**src/rtl/risc16_dmem_arbiter.sv**
```systemverilog
// Data SRAM arbiter: the RISC16 core data port always wins; host requests wait in a
// one-entry buffer and are issued in the first cycle the core leaves the memory idle.
module risc16_dmem_arbiter #(
    parameter int MEM_AW   = 8,
    parameter int MAX_WAIT = 16
) (
    input  logic              clk,
    input  logic              rst,
    input  logic [15:0]       cpu_daddr,
    input  logic              cpu_doe,
    input  logic              cpu_dwe,
    input  logic [15:0]       cpu_ddout,
    output logic [15:0]       cpu_ddin,
    input  logic              host_valid,
    output logic              host_ready,
    input  logic              host_we,
    input  logic [15:0]       host_addr,
    input  logic [15:0]       host_wdata,
    output logic              host_rvalid,
    output logic [15:0]       host_rdata,
    output logic              host_starve,
    output logic [MEM_AW-1:0] mem_addr,
    output logic [15:0]       mem_wdata,
    output logic              mem_we,
    output logic              mem_oe,
    input  logic [15:0]       mem_rdata
);
    // state    | meaning
    // ST_EMPTY | buffer free, any host request is accepted
    // ST_PEND  | buffer holds a host request waiting for a core-idle cycle
    localparam logic [0:0] ST_EMPTY = 1'b0;
    localparam logic [0:0] ST_PEND  = 1'b1;

    localparam int              WCW      = $clog2(MAX_WAIT + 1);
    localparam logic [WCW-1:0]  WAIT_SAT = WCW'(MAX_WAIT);

    logic [0:0]        state;
    logic              buf_we;
    logic [MEM_AW-1:0] buf_addr;
    logic [15:0]       buf_wdata;
    logic [WCW-1:0]    wait_cnt;
    logic [MEM_AW-1:0] last_addr;
    logic [15:0]       last_wdata;

    logic cpu_busy;
    logic cpu_act;
    logic issue;
    logic accept;
    logic unused_addr_bits;

    assign cpu_busy = cpu_doe | cpu_dwe;
    // Core strobes are ignored while reset is held so the SRAM sees no access.
    assign cpu_act  = rst & cpu_busy;
    assign issue    = rst & (state == ST_PEND) & ~cpu_busy;

    // Ready depends only on state and the core strobes, never on host_valid.
    assign host_ready  = rst & ((state == ST_EMPTY) | ~cpu_busy);
    assign accept      = host_valid & host_ready;
    assign host_starve = (wait_cnt >= WAIT_SAT);
    assign cpu_ddin    = mem_rdata;

    assign unused_addr_bits = ^{cpu_daddr[15:MEM_AW+1], cpu_daddr[0],
                                host_addr[15:MEM_AW+1], host_addr[0]};

    always_comb begin
        mem_we    = 1'b0;
        mem_oe    = 1'b0;
        mem_addr  = last_addr;
        mem_wdata = last_wdata;
        if (cpu_act) begin
            mem_we    = cpu_dwe;
            mem_oe    = cpu_doe & ~cpu_dwe;
            mem_addr  = cpu_daddr[MEM_AW:1];
            mem_wdata = cpu_ddout;
        end else if (issue) begin
            mem_we    = buf_we;
            mem_oe    = ~buf_we;
            mem_addr  = buf_addr;
            mem_wdata = buf_wdata;
        end
    end

    always_ff @(posedge clk or negedge rst) begin
        if (!rst) begin
            state       <= ST_EMPTY;
            buf_we      <= 1'b0;
            buf_addr    <= '0;
            buf_wdata   <= '0;
            wait_cnt    <= '0;
            last_addr   <= '0;
            last_wdata  <= '0;
            host_rvalid <= 1'b0;
            host_rdata  <= '0;
        end else begin
            last_addr   <= mem_addr;
            last_wdata  <= mem_wdata;
            host_rvalid <= issue & ~buf_we;
            if (issue && !buf_we) begin
                host_rdata <= mem_rdata;
            end
            if (accept) begin
                state     <= ST_PEND;
                buf_we    <= host_we;
                buf_addr  <= host_addr[MEM_AW:1];
                buf_wdata <= host_wdata;
                wait_cnt  <= '0;
            end else if (issue) begin
                state    <= ST_EMPTY;
                wait_cnt <= '0;
            end else if (state == ST_PEND && wait_cnt != WAIT_SAT) begin
                wait_cnt <= wait_cnt + 1'b1;
            end
        end
    end
endmodule
```
**config.mk**
```make
export PLATFORM = sky130hd
export DESIGN_NAME = risc16_dmem_arbiter
export DESIGN_NICKNAME = d
export VERILOG_FILES = /design/src/rtl/risc16_dmem_arbiter.sv
export SDC_FILE = /design/constraint.sdc
export NUM_CORES = 1
export LEC_CHECK = 0
export BUFFER_PORTS_ARGS = -buffer_cell sky130_fd_sc_hd__buf_2
export CORE_MARGIN = 10
export CORE_UTILIZATION = 50
export CTS_CLUSTER_SIZE = 12
export DETAILED_ROUTE_END_ITERATION = 8
export PLACE_DENSITY = 0.91
export SLEW_MARGIN = 20
export SYNTH_ARGS = -nofsm -noshare
export SYNTH_HDL_FRONTEND = slang
export SYNTH_SLANG_ARGS = --single-unit
```
**constraint.sdc**
```tcl
create_clock -name clk -period 2.74 [get_ports clk]
set_clock_uncertainty 0.15 [all_clocks]
set_input_delay 0.137 -clock clk [delete_from_list [all_inputs] [get_ports clk]]
set_output_delay 0.137 -clock clk [all_outputs]
set_load 0.1 [all_outputs]
```
==> results.py <==
metrics = {
    "outcome": {
        "status": "complete, no violations",
    },
    "global_route": {
        "grt_start_max_net_pins": 41,
        "grt-ovfl-total": 0,
        "antenna_found_initial": 0,
        "grt_first_pass_wirelength_um": 15500,
        "grt_pass1_vias": 2862,
        "grt_usage_pct": 19.8,
    },
    "worst_hold_path": {
        "worstHoldEndpoint": "last_wdata[14]$_DFF_PN0_",
        "holdPathStages": 3,
        "worst_hold_path_type": "input port to flop",
        "holdCritStartpoint": "cpu_ddout[14]",
    },
    "setup_path": {
        "crit_start": "state$_DFFE_PN0P_",
        "start_kind": "flop",
        "ff2ff_path_depth": 4,
        "critical_path.cell_chain": "nor3b_4 > buf_4 > nand3b_4 > o31ai_1 > buf_12",
        "path_class": "flop to output port",
        "cp.required_ns": 2.45,
        "critPathMaxFanout": 26,
        "reg2reg_to": "host_rdata[14]$_DFFE_PN0P_",
        "r2r_setup_slack_ns": 0.62,
        "worstSetupEndpointType": "output port",
        "worst_path_largest_cell_delay_ns": 0.53,
        "critPathSlowestCell": "dfrtp_2",
        "critPathArrivalTime_ns": 2.25,
        "r2r_start": "state$_DFFE_PN0P_",
    },
    "logic_synthesis": {
        "synth_top_flop_cell": "dfrtp_1",
        "synth_edf_count": 0,
        "synthesis.nets": 317,
        "synthCells": 229,
        "synthTopCellsByCount": "72 x dfrtp_1, 32 x mux2_2, 24 x a22oi_1, 24 x o2bb2ai_1, 18 x buf_4",
        "synth.avg_cell_area_um2": 13.7,
        "synth_cell_types": 33,
        "async_flop_share_pct": 100,
        "ys.warnings.count": 0,
        "synth_seq_area_share_pct": 57.4,
        "synth.most_common_cell": "dfrtp_1",
        "ys_ff_latch": 72,
        "synthTopCellsByArea": "dfrtp_1 57%, mux2_2 11%, o2bb2ai_1 6.7%",
        "synth_top_area_share_pct": 57.4,
        "synth_top_area_cell": "dfrtp_1",
        "syn-cell-area_um2": 3140,
    },
    "routing": {
        "routedWlPerCell_um": 20.8,
        "drc": 0,
        "wl_met2_um": 5020,
        "vias_per_cell": 5.43,
        "wl_met1_um": 3640,
        "wl_met3_um": 983,
        "dr.pass1.iters": 4,
        "drt_iter0_drc": 144,
        "highest_layer": "met4",
        "wl_um": 9780,
        "ant_nets": 0,
        "vias": 2545,
    },
    "cts": {
        "htreeDepth": 3,
        "clock_path_buffers": 2,
        "cts_made_buffers": 9,
        "cts.sinks": 72,
        "cts_tree": "done",
        "postCtsSetupBuffers": 0,
        "clk_latency_ns": 0.34,
        "path_clk_slew_ns": 0.08,
        "cts-root-buf": "clkbuf_8",
    },
    "timing": {
        "setup_violations": 0,
        "finalCriticalPeriod_ns": 2.53,
        "slew_headroom_pct": 53.7,
        "hold_viol": 0,
        "rsz0062_at_grt": "no",
        "tightestPinTransition_ns": 0.693,
        "finalMaxSlewViolations": 0,
        "post-route-period-util_pct": 92.5,
        "max_freq_ghz": 0.395,
    },
    "place": {
        "place.gp.congestion": 0.752,
        "hpwl_um": 6290,
        "portBuffers": 130,
        "dp.cells": 409,
    },
    "power": {
        "power_w": 0.00451,
        "irDropWorstVdd_uv": 949,
        "seqPwrFrac_pct": 33.1,
        "p_per_area_nw_per_um2": 925,
        "p_leak_nw": 2.29,
        "power.switching_w": 0.00210,
        "p_int_w": 0.00241,
        "switching_share_pct": 46.6,
        "comb_power_share_pct": 47.8,
        "p_clk_share_pct": 19.1,
    },
    "finish": {
        "nFillCells": 316,
        "area_delta_synth_final_pct": 55.4,
        "drive_gt1_share_pct": 54.7,
        "finalNetCount": 476,
        "final_cell_count_no_fill": 469,
    },
    "floorplanning": {
        "die_y_um": 99.2,
        "row_count": 28,
        "die_w_um": 99.2,
        "core_um2": 5990,
        "initial_utilization_pct": 52.4,
        "pin_count": 147,
        "die-area_um2": 9840,
    },
    "job": {
        "maxCapViolCount": 0,
    },
}
==> how the worst max path moves through the flow <==
stage,to,slack (ns),depth (start not counted)
floorplan,last_addr[2]$_DFF_PN0_,-0.37,4
global placement,mem_oe,0.51,5
detailed placement,mem_oe,0.46,5
CTS,mem_oe,0.09,5
global route,mem_oe,0.06,5
finish,mem_oe,0.21,5
==> stage by stage <==
| step | worst slack [ns] | util [%] | hold WS, ns | cell area (µm²) | setup TNS [ns] |
|---|---|---|---|---|---|
| after global routing | 0.0574 | 81.3 | 0.0588 | 4870 | 0 |
| after detailed placement | 0.461 | 70.7 | -0.0155 | 4240 | 0 |
| after global placement | 0.510 | 70.7 | -0.0229 | 4240 | 0 |
| after CTS | 0.0877 | 81.3 | 0.0517 | 4870 | 0 |
| after floorplan | -0.373 | - | -0.309 | 3250 | -1.50 |
| final | 0.207 | 81.4 | 0.0634 | 4880 | 0 |
==> timing repair <==
| action | CTS | global route |
|---|---|---|
| gates resized for setup | 0 | 1 |
| hold endpoints to repair | 74 | 0 |
| setup endpoints to repair | 0 | 3 |
| hold buffers | 43 | 0 |
==> cells by family (layout without fill, tap and decap cells) <==
kind of cell,count (synthesis),after routing,share of synthesized area (%)
mux,41,41,15.6
fa+ha+maj,2,2,0.797
flops,72,72,57.4
xor+xnor,2,2,0.558
simple gates,15,15,3.63
other cells,0,1,0
compound gates,61,61,15.2
buf+inv,36,200,6.82
==> power groups by stage <==
stage / Combinational [W] / Clock [W] / Sequential [W]
2_1_floorplan: 0.000936 / 0 / 0.00214
3_3_place_gp: 0.00207 / 0 / 0.00148
3_5_place_dp: 0.00210 / 0 / 0.00150
4_1_cts: 0.00215 / 0.000867 / 0.00148
5_1_grt: 0.00224 / 0.000921 / 0.00153
6_report: 0.00215 / 0.000862 / 0.00149
==> layer usage <==
layer,up-vias,track usage (%)
li1,1160,-
met1,1260,21.3
met2,109,33.8
met3,16,8.44
met4,0,7.39
met5,-,0
==> registers in the layout, summed over array words and instances, names as in the netlist <==
name,count
buf_addr,8
buf_we,1
host_rdata,16
state,1
host_rvalid,1
buf_wdata,16
last_addr,8
last_wdata,16
wait_cnt,5
==> area by class of cell <==
type,count,area (µm²),area share (%)
antenna,1,2.50,0.0513
clock buffer,11,151,3.10
clock inverter,5,55.1,1.13
inverter,6,22.5,0.462
multi-input combinational,121,1240,25.4
sequential,72,1800,37.0
tap,75,93.8,1.92
timing repair buffer,178,1510,30.9
==> cells in the final DEF, fill, tap and decap left out, types with 2 or more instances in the layout <==
master	n
xor2_1	2
buf_4	5
mux2_1	2
dlygate4sd3_1	43
dfrtp_1	71
inv_1	5
mux2_4	7
nand2_1	2
o21ai_0	3
ha_1	2
nand3_1	2
a22oi_1	24
nand4_1	2
clkinvlp_4	2
o2bb2ai_2	18
clkinv_2	2
nor2_1	3
o2bb2ai_1	6
mux2_2	32
a21oi_1	3
a31oi_1	2
buf_12	26
clkbuf_8	11
buf_2	104
==> worst max-delay path: cells and delay by family (launching register included) <==
family                 cells  cell delay [ns]
AOI/OAI and AO/OA          1             0.23
DFF                        1             0.53
and+or+nand+nor            2             0.56
buffers and inverters      2             0.58
Power figures use the tool's default switching activity.
